$ cat config.mk
export PLATFORM = sky130hd
export DESIGN_NAME = alu_operand_stage
export DESIGN_NICKNAME = d
export VERILOG_FILES = /design/src/rtl/alu_operand_stage.sv
export SDC_FILE = /design/constraint.sdc
export NUM_CORES = 1
export LEC_CHECK = 0
export ABC_CLOCK_PERIOD_IN_PS = 2350
export BUFFER_PORTS_ARGS = -buffer_cell sky130_fd_sc_hd__buf_2
export CAP_MARGIN = 10
export CORE_ASPECT_RATIO = 0.75
export CORE_MARGIN = 10
export CORE_UTILIZATION = 46
export CTS_CLUSTER_DIAMETER = 40
export DETAILED_ROUTE_END_ITERATION = 12
export GPL_ROUTABILITY_DRIVEN = 0
export PLACE_DENSITY = 0.93
export SLEW_MARGIN = 25
export SYNTH_ARGS = -nofsm -noshare
export SYNTH_HDL_FRONTEND = slang
export SYNTH_SLANG_ARGS = --single-unit
$ cat constraint.sdc
create_clock -name clk -period 2.35 [get_ports clk]
set_input_delay 0.47 -clock clk [delete_from_list [all_inputs] [get_ports clk]]
set_output_delay 0.47 -clock clk [all_outputs]
set_load 0.02 [all_outputs]
$ cat src/rtl/alu_operand_stage.sv
// ID/EX operand stage: forwards EX/MEM and MEM/WB results into the source
// operands, selects ALU operands and function, and registers everything
// toward EX under reset/flush/stall control.
module alu_operand_stage #(
   parameter int XLEN       = 32,
   parameter int REG_ADDR_W = 5
) (
   input  logic                  clk,
   input  logic                  reset,
   input  logic                  in_valid,
   output logic                  in_ready,
   input  logic                  stall,
   input  logic                  flush,
   input  logic [6:0]            opcode,
   input  logic [2:0]            funct3,
   input  logic                  funct7b5,
   input  logic [REG_ADDR_W-1:0] rs1_addr,
   input  logic [REG_ADDR_W-1:0] rs2_addr,
   input  logic [XLEN-1:0]       rs1_data,
   input  logic [XLEN-1:0]       rs2_data,
   input  logic [XLEN-1:0]       imm,
   input  logic [XLEN-1:0]       pc,
   input  logic [REG_ADDR_W-1:0] rd_addr,
   input  logic                  exmem_wr_en,
   input  logic [REG_ADDR_W-1:0] exmem_rd,
   input  logic [XLEN-1:0]       exmem_data,
   input  logic                  memwb_wr_en,
   input  logic [REG_ADDR_W-1:0] memwb_rd,
   input  logic [XLEN-1:0]       memwb_data,
   output logic                  ex_valid,
   output logic [XLEN-1:0]       alu_x,
   output logic [XLEN-1:0]       alu_y,
   output logic [3:0]            alu_select,
   output logic [REG_ADDR_W-1:0] ex_rd,
   output logic                  ex_wr_en,
   output logic [XLEN-1:0]       ex_store_data,
   output logic [XLEN-1:0]       ex_pc,
   output logic                  ex_illegal
);

   localparam logic [6:0] OPC_OP     = 7'b0110011;
   localparam logic [6:0] OPC_OP_IMM = 7'b0010011;
   localparam logic [6:0] OPC_LOAD   = 7'b0000011;
   localparam logic [6:0] OPC_STORE  = 7'b0100011;
   localparam logic [6:0] OPC_BRANCH = 7'b1100011;
   localparam logic [6:0] OPC_LUI    = 7'b0110111;
   localparam logic [6:0] OPC_AUIPC  = 7'b0010111;
   localparam logic [6:0] OPC_JAL    = 7'b1101111;
   localparam logic [6:0] OPC_JALR   = 7'b1100111;

   localparam logic [XLEN-1:0] ZERO_X = {XLEN{1'b0}};
   localparam logic [XLEN-1:0] FOUR_X = {{(XLEN-3){1'b0}}, 3'b100};
   localparam logic [REG_ADDR_W-1:0] ZERO_R = {REG_ADDR_W{1'b0}};

   // Bypass mux: x0 reads zero, the younger EX/MEM result beats MEM/WB.
   function automatic logic [XLEN-1:0] fwd_value(
      input logic [REG_ADDR_W-1:0] addr,
      input logic [XLEN-1:0]       rf_data,
      input logic                  em_we,
      input logic [REG_ADDR_W-1:0] em_rd,
      input logic [XLEN-1:0]       em_data,
      input logic                  mw_we,
      input logic [REG_ADDR_W-1:0] mw_rd,
      input logic [XLEN-1:0]       mw_data
   );
      logic [XLEN-1:0] val;
      if (addr == ZERO_R) begin
         val = ZERO_X;
      end else if (em_we && (em_rd == addr)) begin
         val = em_data;
      end else if (mw_we && (mw_rd == addr)) begin
         val = mw_data;
      end else begin
         val = rf_data;
      end
      return val;
   endfunction

   logic [XLEN-1:0]       rs1_fwd_s, rs2_fwd_s;
   logic [XLEN-1:0]       dec_x_s, dec_y_s;
   logic [3:0]            dec_sel_s;
   logic                  dec_wr_s, dec_ill_s;

   logic                  ex_valid_d, ex_valid_q;
   logic [XLEN-1:0]       alu_x_d, alu_x_q;
   logic [XLEN-1:0]       alu_y_d, alu_y_q;
   logic [3:0]            alu_select_d, alu_select_q;
   logic [REG_ADDR_W-1:0] ex_rd_d, ex_rd_q;
   logic                  ex_wr_en_d, ex_wr_en_q;
   logic [XLEN-1:0]       ex_store_data_d, ex_store_data_q;
   logic [XLEN-1:0]       ex_pc_d, ex_pc_q;
   logic                  ex_illegal_d, ex_illegal_q;

   // Resolve both source operands through the bypass network.
   always_comb begin
      rs1_fwd_s = fwd_value(rs1_addr, rs1_data, exmem_wr_en, exmem_rd, exmem_data,
                            memwb_wr_en, memwb_rd, memwb_data);
      rs2_fwd_s = fwd_value(rs2_addr, rs2_data, exmem_wr_en, exmem_rd, exmem_data,
                            memwb_wr_en, memwb_rd, memwb_data);
   end

   // Decode opcode into ALU operands, ALU select, write enable and illegal flag.
   always_comb begin
      dec_x_s   = ZERO_X;
      dec_y_s   = ZERO_X;
      dec_sel_s = 4'b0000;
      dec_wr_s  = 1'b0;
      dec_ill_s = 1'b0;
      case (opcode)
         OPC_OP: begin
            dec_x_s   = rs1_fwd_s;
            dec_y_s   = rs2_fwd_s;
            dec_sel_s = {funct7b5, funct3};
            // Only SUB and SRA use bit 30 among the register-register ops.
            if (funct7b5 && (funct3 != 3'b000) && (funct3 != 3'b101)) begin
               dec_ill_s = 1'b1;
               dec_wr_s  = 1'b0;
            end else begin
               dec_ill_s = 1'b0;
               dec_wr_s  = 1'b1;
            end
         end
         OPC_OP_IMM: begin
            dec_x_s  = rs1_fwd_s;
            dec_y_s  = imm;
            dec_wr_s = 1'b1;
            // Bit 30 is part of the immediate except for the SRLI/SRAI pair.
            if (funct3 == 3'b101) begin
               dec_sel_s = {funct7b5, funct3};
            end else begin
               dec_sel_s = {1'b0, funct3};
            end
         end
         OPC_LOAD: begin
            dec_x_s  = rs1_fwd_s;
            dec_y_s  = imm;
            dec_wr_s = 1'b1;
         end
         OPC_STORE: begin
            dec_x_s  = rs1_fwd_s;
            dec_y_s  = imm;
         end
         OPC_BRANCH: begin
            dec_x_s = rs1_fwd_s;
            dec_y_s = rs2_fwd_s;
            case (funct3[2:1])
               2'b00:   dec_sel_s = 4'b1000;
               2'b10:   dec_sel_s = 4'b0010;
               2'b11:   dec_sel_s = 4'b0011;
               default: dec_ill_s = 1'b1;
            endcase
         end
         OPC_LUI: begin
            dec_y_s  = imm;
            dec_wr_s = 1'b1;
         end
         OPC_AUIPC: begin
            dec_x_s  = pc;
            dec_y_s  = imm;
            dec_wr_s = 1'b1;
         end
         OPC_JAL, OPC_JALR: begin
            dec_x_s  = pc;
            dec_y_s  = FOUR_X;
            dec_wr_s = 1'b1;
         end
         default: begin
            dec_ill_s = 1'b1;
         end
      endcase
      // Writes to x0 are discarded.
      if (rd_addr == ZERO_R) begin
         dec_wr_s = 1'b0;
      end else begin
         dec_wr_s = dec_wr_s;
      end
   end

   // Next-state selection: flush beats stall, stall beats capture.
   always_comb begin
      ex_valid_d      = ex_valid_q;
      alu_x_d         = alu_x_q;
      alu_y_d         = alu_y_q;
      alu_select_d    = alu_select_q;
      ex_rd_d         = ex_rd_q;
      ex_wr_en_d      = ex_wr_en_q;
      ex_store_data_d = ex_store_data_q;
      ex_pc_d         = ex_pc_q;
      ex_illegal_d    = ex_illegal_q;
      if (flush) begin
         ex_valid_d   = 1'b0;
         ex_wr_en_d   = 1'b0;
         ex_illegal_d = 1'b0;
      end else if (stall) begin
         ex_valid_d = ex_valid_q;
      end else begin
         ex_valid_d      = in_valid;
         alu_x_d         = dec_x_s;
         alu_y_d         = dec_y_s;
         alu_select_d    = dec_sel_s;
         ex_rd_d         = rd_addr;
         ex_wr_en_d      = in_valid & dec_wr_s;
         ex_store_data_d = rs2_fwd_s;
         ex_pc_d         = pc;
         ex_illegal_d    = in_valid & dec_ill_s;
      end
   end

   // Pipeline register with synchronous reset taking priority over everything.
   always_ff @(posedge clk) begin
      if (reset) begin
         ex_valid_q      <= 1'b0;
         alu_x_q         <= ZERO_X;
         alu_y_q         <= ZERO_X;
         alu_select_q    <= 4'b0000;
         ex_rd_q         <= ZERO_R;
         ex_wr_en_q      <= 1'b0;
         ex_store_data_q <= ZERO_X;
         ex_pc_q         <= ZERO_X;
         ex_illegal_q    <= 1'b0;
      end else begin
         ex_valid_q      <= ex_valid_d;
         alu_x_q         <= alu_x_d;
         alu_y_q         <= alu_y_d;
         alu_select_q    <= alu_select_d;
         ex_rd_q         <= ex_rd_d;
         ex_wr_en_q      <= ex_wr_en_d;
         ex_store_data_q <= ex_store_data_d;
         ex_pc_q         <= ex_pc_d;
         ex_illegal_q    <= ex_illegal_d;
      end
   end

   assign in_ready      = ~stall;
   assign ex_valid      = ex_valid_q;
   assign alu_x         = alu_x_q;
   assign alu_y         = alu_y_q;
   assign alu_select    = alu_select_q;
   assign ex_rd         = ex_rd_q;
   assign ex_wr_en      = ex_wr_en_q;
   assign ex_store_data = ex_store_data_q;
   assign ex_pc         = ex_pc_q;
   assign ex_illegal    = ex_illegal_q;

endmodule

==> flow_metrics.tcl, run 1 <==
set metrics [dict create \
    seq_area_frac_synth_pct 38.2 \
    post_drt_wl_per_cell_um 23.9 \
    numCtsBuffers 17 \
    layout.nets 1441 \
    synth_area_mm2 0.00734 \
    cts_resized 0 \
    setup_viol 0 \
    yosys_warnings 0 \
    syn_nets 1106 \
    drt-initial-drc-count 1093 \
    yosys-top-cells-count "dfxtp_1 (140), nand2_1 (117), clkbuf_1 (68), a22o_1 (63), a21oi_1 (40)" \
    clkLatencyLatePin_ps 420 \
    routed_via_density 6.27 \
    final_cells 1430 \
    cts_root_buf "clkbuf_16" \
    grt_max_degree 66 \
    status "complete, no violations" \
    worst_clock_skew_ps 0 \
    wl_um 34100 \
    layout_min_cycle_time_ps 2030 \
    dp.cells 1392 \
    timing.final.ws_setup_ps 323 \
    htreeDepth 4 \
    seqCellArea_mm2 0.00280 \
    ir_drop_mv 0.424 \
    reg2reg_depth 4 \
    rsz0062_at_grt "no" \
    place_ws_ps -112 \
    arrival_ps 2340 \
    tightest_slew_ps 667 \
    regToRegEndpoint "ex_illegal" \
    rrSetupSlack_ps 1250 \
    die_x_um 166 \
    start_util_pct 47.6 \
    start_kind "input port" \
    cap_violations 0 \
    yosys.area.top_type_share_pct 38.2 \
    synthTopCellsByArea "dfxtp_1 (38%), a22o_1 (7.5%), nand2_1 (6.0%), mux2i_1 (4.5%), a311oi_1 (3.7%)" \
    min_from "pc[29]" \
    synth_top_area_cell "dfxtp_1" \
    dp_hpwl_um 26400 \
    power_density_mw_per_mm2 624 \
    layout-drive-gt1-share_pct 36.6 \
    hold_violations 0 \
    p_leak_nw 4.68 \
    clockBufferDepth 2 \
    cts_setup_buffers 0 \
    ys_types 55 \
    grt-ovfl-total 0 \
    drv_slew 0 \
    synth_seq_cells 140 \
    synthMostInstantiatedCell "dfxtp_1" \
    syn2layout_area_growth_pct 37.0 \
    ant_nets 0 \
    critPathRequiredTime_ps 2660 \
    grt_first_pass_wirelength_um 51100 \
    antenna_found_initial 8 \
    async_flop_share_pct 0 \
    grt_use_total_pct 29.6 \
    holdPathEnd "ex_pc[29]" \
    port_buffers 375 \
    fin_area_mm2 0.0101 \
    critPathMaxFanout 22 \
    syn_inst 871 \
    r2r-start "ex_illegal" \
    die_h_um 129 \
    io_pins 376 \
    hold_buffers 0 \
    cp-end-kind "flop" \
    cts_tree "done" \
    drc_errors 0 \
    grt_pass1_vias 9081 \
    placed_area_mm2 0.00947 \
    max_slew_margin_pct 55.5 \
    crit_type "input port to flop" \
    avgSynthCellArea_um2 8.43 \
    hold_path_depth 3 \
    dr_total_vias 8959 \
    timing.final.crit_share_pct 86.2 \
    n_fill_cell 1322 \
    first_pass_iters 5 \
    path_clk_slew_ps 70 \
    num_rows 39 \
    core_area_mm2 0.0154 \
    synth-edff-count 0 \
    power_mw 6.28 \
    die_area_mm2 0.0215 \
    ys.flop_type "dfxtp_1" \
    clock-sinks 140 \
    clock.fmax_ghz 0.493 \
    multi_input_area_mm2 0.00419 \
    hold_path_class "input port to flop" \
]
[cell type report]
| type | instances | area share (%) |
|---|---|---|
| clock inverters | 13 | 1.33 |
| flip-flops and latches | 140 | 27.9 |
| inverters | 2 | 0.124 |
| well taps | 205 | 2.55 |
| diodes | 6 | 0.149 |
| repair buffers | 404 | 21.9 |
| clock buffers | 19 | 4.40 |
| multi-input cells | 641 | 41.6 |
[where the power goes]
part | switching [mW] | internal [mW]
Combinational | 0.694 | 0.419
Sequential | 0.0471 | 2.47
Clock | 1.14 | 1.51
[cell families (layout without fill, tap and decap cells)]
logic type	after synthesis	in the layout	synth area share, %
DFF	140	140	38.2
and+or+nand+nor	269	269	18.3
AOI/OAI and AO/OA	318	318	31.1
other	0	6	0
xor gates and xnor gates	21	21	2.51
muxes	33	33	4.50
buffers and inverters	90	438	5.38
[layout by cell type (no fill, tap or decap), drive strengths merged, types with 2 or more instances in the layout]
cell type / Yosys / final
diode: 0 / 6
nor3: 38 / 38
a22o: 63 / 63
xnor2: 16 / 16
clkbuf: 68 / 19
a21oi: 40 / 40
a21o: 32 / 32
dfxtp: 140 / 140
or3: 3 / 3
buf: 20 / 404
nor2: 13 / 13
a31oi: 33 / 33
xor2: 5 / 5
nand2: 117 / 117
clkinv: 1 / 5
a311oi: 31 / 31
and2: 4 / 4
and3b: 2 / 2
o2111ai: 2 / 2
nand3: 37 / 37
o21bai: 32 / 32
a21boi: 32 / 32
inv: 1 / 6
mux2i: 33 / 33
nor4bb: 2 / 2
a22oi: 3 / 3
or2: 2 / 2
or4: 34 / 34
o31ai: 3 / 3
a2bb2oi: 2 / 2
nor2b: 4 / 4
clkinvlp: 0 / 3
nor4: 2 / 2
nand4: 4 / 4
o21ai: 37 / 37
[layer usage]
metal  vias up  global-route usage [%]  wire, um
met3       129                    10.2      3690
met5         -                       0        33
met2       629                    52.0     17000
li1       3958                       -         -
met4         4                    16.5      1620
met1      4239                    30.9     11800
[how the worst max path moves through the flow]
| stage | start | to | cells after the start | slack [ps] |
|---|---|---|---|---|
| after CTS | memwb_rd[4] | alu_x[2] | 8 | 330 |
| after floorplan | stall | alu_y[2] | 7 | 430 |
| final | memwb_rd[4] | alu_x[2] | 8 | 320 |
| after global placement | memwb_rd[4] | alu_x[9] | 8 | 90 |
| after global routing | memwb_rd[4] | alu_x[2] | 8 | 290 |
| after detailed placement | memwb_rd[4] | alu_x[2] | 8 | -110 |
[worst max-delay path, stage by stage]
cell and delay [ps]:
buf_2 120, xor2_1 160, nor4_1 350, and3_2 280, buf_12 200, buf_4 300, mux2i_1 120, a311oi_1 310
[registers in the layout, summed over array words and instances, names as in the netlist, 4 cells and up]
register / cells
alu_select: 4
alu_x: 32
alu_y: 32
ex_pc: 32
ex_rd: 5
ex_store_data: 32
[stage by stage]
step,util [%],hold slack [ps],TNS [ps]
2_1_floorplan,-,530,0
3_3_place_gp,61.4,438,0
3_5_place_dp,61.4,443,-393
4_1_cts,65.1,281,0
5_1_grt,65.2,294,0
6_report,65.2,297,0
(Power assumes the default switching activity.)
==> run 2, diff against run 1 <==
--- a/config.mk
+++ b/config.mk
@@ -5,16 +5,16 @@
 export SDC_FILE = /design/constraint.sdc
 export NUM_CORES = 1
 export LEC_CHECK = 0
-export ABC_CLOCK_PERIOD_IN_PS = 2350
+export ABC_CLOCK_PERIOD_IN_PS = 2500
 export BUFFER_PORTS_ARGS = -buffer_cell sky130_fd_sc_hd__buf_2
 export CAP_MARGIN = 10
 export CORE_ASPECT_RATIO = 0.75
 export CORE_MARGIN = 10
-export CORE_UTILIZATION = 46
+export CORE_UTILIZATION = 50
 export CTS_CLUSTER_DIAMETER = 40
 export DETAILED_ROUTE_END_ITERATION = 12
 export GPL_ROUTABILITY_DRIVEN = 0
-export PLACE_DENSITY = 0.93
+export PLACE_DENSITY = 0.86
 export SLEW_MARGIN = 25
 export SYNTH_ARGS = -nofsm -noshare
 export SYNTH_HDL_FRONTEND = slang
==> constraint.sdc (replaced) <==
create_clock -name clk -period 2.5 [get_ports clk]
set_input_delay 0.5 -clock clk [delete_from_list [all_inputs] [get_ports clk]]
set_output_delay 0.5 -clock clk [all_outputs]
set_load 0.005 [all_outputs]
==> run 2 against run 1 <==
Via count is 2.3% lower. Combinational power is 17% lower. Register-to-register slack better by 150 ps. Critical path depth is 2 lower. Clock power is 3% lower. Sequential share of layout area is 0.14 points higher. Critical path type unchanged. Sequential power is 6% lower. Largest power group unchanged. Design area is 0.51% lower. Clock skew stayed put. Final cell count is 0.56% lower.
==> flow_metrics.tcl, run 2 (synthesized netlist as in run 1, its figures left out) <==
set metrics [dict create \
    status "complete, no violations" \
    rsz0062_at_grt "no" \
    clock-sinks 140 \
    regToRegEndpoint "ex_illegal" \
    holdPathEnd "ex_rd[3]" \
    start_kind "input port" \
    die_h_um 125 \
    critPathMaxFanout 32 \
    grt_use_total_pct 30.3 \
    cp_slowest_cell "or3_1" \
    critPathRequiredTime_ps 2850 \
    crit_type "input port to flop" \
    cp-end-kind "flop" \
    min_from "rd_addr[3]" \
    cts_root_buf "clkbuf_16" \
    port_buffers 375 \
    antenna_found_initial 15 \
    die_x_um 160 \
    ant_nets 0 \
    power.switching_mw 1.62 \
    swShare_pct 27.7 \
    clkLatencyLatePin_ps 410 \
    drv_slew 0 \
    grt_pass1_vias 8821 \
    tightest_slew_ps 707 \
    final_cell_mix "buf_2 (375), dfxtp_1 (140), nand2_1 (117)" \
    hold_buffers 0 \
    htreeDepth 4 \
    hold_slack_ps 336 \
    hold_path_class "input port to flop" \
    grt_first_pass_wirelength_um 49100 \
    hold_path_depth 3 \
    routed_via_density 6.15 \
    internal-power_mw 4.23 \
    p_clk_share_pct 43.9 \
    worst_clock_skew_ps 0 \
    layout-drive-gt1-share_pct 36.2 \
    final_cells 1422 \
    max_slew_margin_pct 52.9 \
    dp.cells 1381 \
    cts_setup_buffers 0 \
    layout_commonest_cell "buf_2" \
    start_util_pct 51.0 \
    layout_min_cycle_time_ps 1940 \
    path_clk_slew_ps 60 \
    ir_drop_mv 0.415 \
    placed_area_mm2 0.00939 \
    power_density_mw_per_mm2 585 \
    clockBufferDepth 2 \
    syn2layout_area_growth_pct 36.3 \
    rrSetupSlack_ps 1400 \
    dp_hpwl_um 24800 \
    seqCellArea_mm2 0.00280 \
    crit_chain "buf_2 -> nand4bb_1 -> or3_1 -> or3_4 -> clkinv_4 -> a21o_1" \
    multi_input_area_mm2 0.00419 \
    drc_errors 0 \
    reg2reg_depth 4 \
    fin_area_mm2 0.0100 \
    arrival_ps 2290 \
    cts_tree "done" \
    io_pins 376 \
    numCtsBuffers 17 \
    die_area_mm2 0.0200 \
    clock.fmax_ghz 0.515 \
    grt_max_degree 70 \
    r2r-start "ex_illegal" \
    n_fill_cell 1169 \
    power_mw 5.85 \
    cts_resized 0 \
    post_drt_wl_per_cell_um 23.0 \
    max_stage_delay_ps 440 \
    wl_um 32800 \
    num_rows 38 \
    pwr-share-comb_pct 15.8 \
    dr_total_vias 8752 \
    layout.nets 1435 \
    sequentialPowerShare_pct 40.4 \
    first_pass_iters 5 \
    core_area_mm2 0.0144 \
    grt-ovfl-total 0 \
    setup_tns_ps 0 \
    cap_violations 0 \
    p_leak_nw 4.65 \
    setup_viol 0 \
    drt-initial-drc-count 891 \
    timing.final.crit_share_pct 77.7 \
    hold_violations 0 \
]
==> run 2: worst max path at each step <==
stage	slack [ps]	from	to	cells after the start
2_1_floorplan	550	stall	alu_y[2]	7
3_3_place_gp	260	opcode[2]	alu_y[5]	6
3_5_place_dp	170	opcode[2]	alu_y[20]	6
4_1_cts	590	stall	alu_x[30]	6
5_1_grt	520	opcode[2]	alu_y[8]	6
6_report	560	opcode[2]	alu_y[20]	6
==> run 2: critical path: cells and delay by family <==
| family | cells | cell delay [ps] |
|---|---|---|
| buffers and inverters | 2 | 390 |
| AND/OR/NAND/NOR | 3 | 1210 |
| AO/OA/AOI/OAI | 1 | 170 |
==> run 2: metrics by stage <==
stage               utilization [%]  setup WS (ps)
floorplan                         -            551
global placement               65.2            261
detailed placement             65.2            174
CTS                            69.3            585
global route                   69.4            524
finish                         69.5            558
==> run 2: layout make-up <==
cell class / count / share of cell area [%]
tap: 200 / 2.50
inverter: 2 / 0.125
multi-input combinational: 641 / 41.9
antenna: 10 / 0.250
timing repair buffer: 398 / 21.4
sequential: 140 / 28.0
clock buffer: 20 / 4.56
clock inverter: 11 / 1.35
==> run 2: power groups by stage <==
stage               Sequential, mW  Combinational, mW  Clock (mW)
floorplan                     2.42              0.404           0
global placement              2.41              0.890           0
detailed placement            2.41              0.906           0
CTS                           2.36              0.911        2.58
global route                  2.37              0.989        2.68
finish                        2.36              0.923        2.57
==> run 2: routing by layer <==
| metal | track usage, % | routed length, um | vias up |
|---|---|---|---|
| met1 | 31.8 | 11500 | 4150 |
| met4 | 15.4 | 1290 | 10 |
| met3 | 10.1 | 3300 | 105 |
| met2 | 53.5 | 16600 | 543 |
| li1 | - | - | 3944 |
| met5 | 0 | 65 | - |
==> run 3, diff against run 2 <==
--- a/config.mk
+++ b/config.mk
@@ -5,16 +5,16 @@
 export SDC_FILE = /design/constraint.sdc
 export NUM_CORES = 1
 export LEC_CHECK = 0
-export ABC_CLOCK_PERIOD_IN_PS = 2500
+export ABC_CLOCK_PERIOD_IN_PS = 2000
 export BUFFER_PORTS_ARGS = -buffer_cell sky130_fd_sc_hd__buf_2
 export CAP_MARGIN = 10
 export CORE_ASPECT_RATIO = 0.75
 export CORE_MARGIN = 10
-export CORE_UTILIZATION = 50
+export CORE_UTILIZATION = 46
 export CTS_CLUSTER_DIAMETER = 40
 export DETAILED_ROUTE_END_ITERATION = 12
 export GPL_ROUTABILITY_DRIVEN = 0
-export PLACE_DENSITY = 0.86
+export PLACE_DENSITY = 0.8
 export SLEW_MARGIN = 25
 export SYNTH_ARGS = -nofsm -noshare
 export SYNTH_HDL_FRONTEND = slang
==> constraint.sdc (replaced) <==
create_clock -name clk -period 2 [get_ports clk]
set_input_delay 0.4 -clock clk [delete_from_list [all_inputs] [get_ports clk]]
set_output_delay 0.4 -clock clk [all_outputs]
set_load 0.005 [all_outputs]
==> run 3 against run 2 <==
Setup slack got worse by 390 ps. Largest cell class unchanged. Clock skew unchanged. Hold slack got worse by 100 ps. Via count increased by 0.31%.
==> flow_metrics.tcl, run 3 (synthesized netlist as in run 1, its figures left out) <==
set metrics [dict create \
    status "complete, no violations" \
    cap_violations 0 \
    critPathMaxFanout 16 \
    rsz0062_at_grt "no" \
    clockBufferDepth 2 \
    fin_util_pct 67.2 \
    num_rows 39 \
    grt_use_total_pct 28.9 \
    drc_errors 0 \
    path_clk_slew_ps 60 \
    start_util_pct 47.6 \
    regToRegEndpoint "ex_illegal" \
    ir_drop_mv 0.497 \
    r2r-start "ex_illegal" \
    layout-drive-gt1-share_pct 37.5 \
    setup_tns_ps 0 \
    die_x_um 166 \
    placed_area_mm2 0.00969 \
    seqCellArea_mm2 0.00280 \
    power_density_mw_per_mm2 732 \
    layout_commonest_cell "buf_2" \
    grt_first_pass_wirelength_um 49500 \
    layout_min_cycle_time_ps 1830 \
    hold_path_class "input port to flop" \
    cts_root_buf "clkbuf_16" \
    die_h_um 129 \
    cts_setup_buffers 0 \
    crit_type "input port to flop" \
    io_pins 376 \
    setup_viol 0 \
    arrival_ps 2140 \
    ant_nets 0 \
    grt-ovfl-total 0 \
    dp_hpwl_um 26200 \
    clock.fmax_ghz 0.547 \
    critPathBufInv 2 \
    die_area_mm2 0.0215 \
    hold_violations 0 \
    max_slew_margin_pct 48.6 \
    crit_family "compound AO/OA/AOI/OAI gates" \
    timing.final.crit_share_pct 91.5 \
    drt-initial-drc-count 945 \
    worst_clock_skew_ps 0 \
    rrSetupSlack_ps 960 \
    routed_via_density 6.04 \
    drv_slew 0 \
    start_kind "input port" \
    layout.nets 1460 \
    final_cell_mix "buf_2 (375), dfxtp_1 (140), nand2_1 (117)" \
    syn2layout_area_growth_pct 41.1 \
    post_drt_wl_per_cell_um 23.1 \
    critPathRequiredTime_ps 2310 \
    max_stage_delay_ps 680 \
    core_area_mm2 0.0154 \
    place_ws_ps -204 \
    holdPathEnd "ex_rd[0]" \
    cp-end-kind "flop" \
    p_leak_nw 4.83 \
    multi_input_area_mm2 0.00419 \
    tightest_slew_ps 770 \
    cts_resized 0 \
    reg2reg_depth 4 \
    htreeDepth 4 \
    n_fill_cell 1296 \
    timing.final.ws_setup_ps 171 \
    cp_slowest_cell "o31ai_4" \
    dr_total_vias 8779 \
    cts_tree "done" \
    wl_um 33600 \
    fin_area_mm2 0.0104 \
    hold_buffers 0 \
    grt_pass1_vias 8688 \
    hold_path_depth 3 \
    crit_chain "buf_2 -> nand2b_1 -> and2_1 -> o31ai_4 -> buf_8 -> a21boi_0 -> a311oi_1" \
    clock-sinks 140 \
    min_from "rd_addr[0]" \
    first_pass_iters 6 \
    hold_slack_ps 231 \
    port_buffers 375 \
    antenna_found_initial 12 \
    clkLatencyLatePin_ps 420 \
    grt_max_degree 64 \
    numCtsBuffers 17 \
]
[run 3: changes by cell type in the layout (fill, tap and decap cells not counted), moves of 2 or more]
| cell | delta |
|---|---|
| inv_6 | -3 |
| diode_2 | +3 |
| buf_12 | +8 |
| buf_4 | +16 |
| bufinv_16 | +2 |
[run 3: worst register-to-register path, cell delays in order (launching register included)]
cell and delay (ps):
dfxtp_1 350, nand2_1 70, o211ai_1 90, a31oi_1 60
a2111oi_0 350
[run 3: cell type report]
cell class	count	area share, %
Antenna cell	13	0.314
Clock inverter	10	1.59
Inverter	2	0.121
Tap cell	205	2.48
Multi-Input combinational cell	641	40.5
Clock buffer	20	4.51
Sequential cell	140	27.1
Timing Repair Buffer	423	23.5
[run 3: worst max-delay path by stage]
| stage | startpoint | end | slack (ps) | cells after the start |
|---|---|---|---|---|
| 3_5_place_dp | opcode[4] | alu_x[16] | -200 | 7 |
| 3_3_place_gp | opcode[4] | alu_x[14] | -430 | 6 |
| 5_1_grt | opcode[4] | alu_x[1] | 50 | 7 |
| 2_1_floorplan | stall | alu_y[2] | 150 | 7 |
| 4_1_cts | opcode[4] | alu_x[9] | 210 | 7 |
| 6_report | opcode[4] | alu_x[4] | 170 | 7 |
[run 3: metal layers]
metal	track usage (%)	vias up	wire length (um)
li1	-	4003	-
met1	31.4	4107	12200
met2	50.7	553	16600
met3	10.2	114	3480
met4	12.8	2	1270
met5	0	-	7
[run 3: where the power goes]
group          switching, mW  internal, mW
clock network           1.23          2.17
registers             0.0567          2.90
logic                  0.688         0.529
[run 3: through the flow]
stage / cells / power [mW]
final: 1454 / 7.58
after global routing: 1448 / 7.80
after CTS: 1441 / 7.57
after detailed placement: 1411 / 4.22
after global placement: 1410 / 4.19
after floorplan: 871 / 3.53
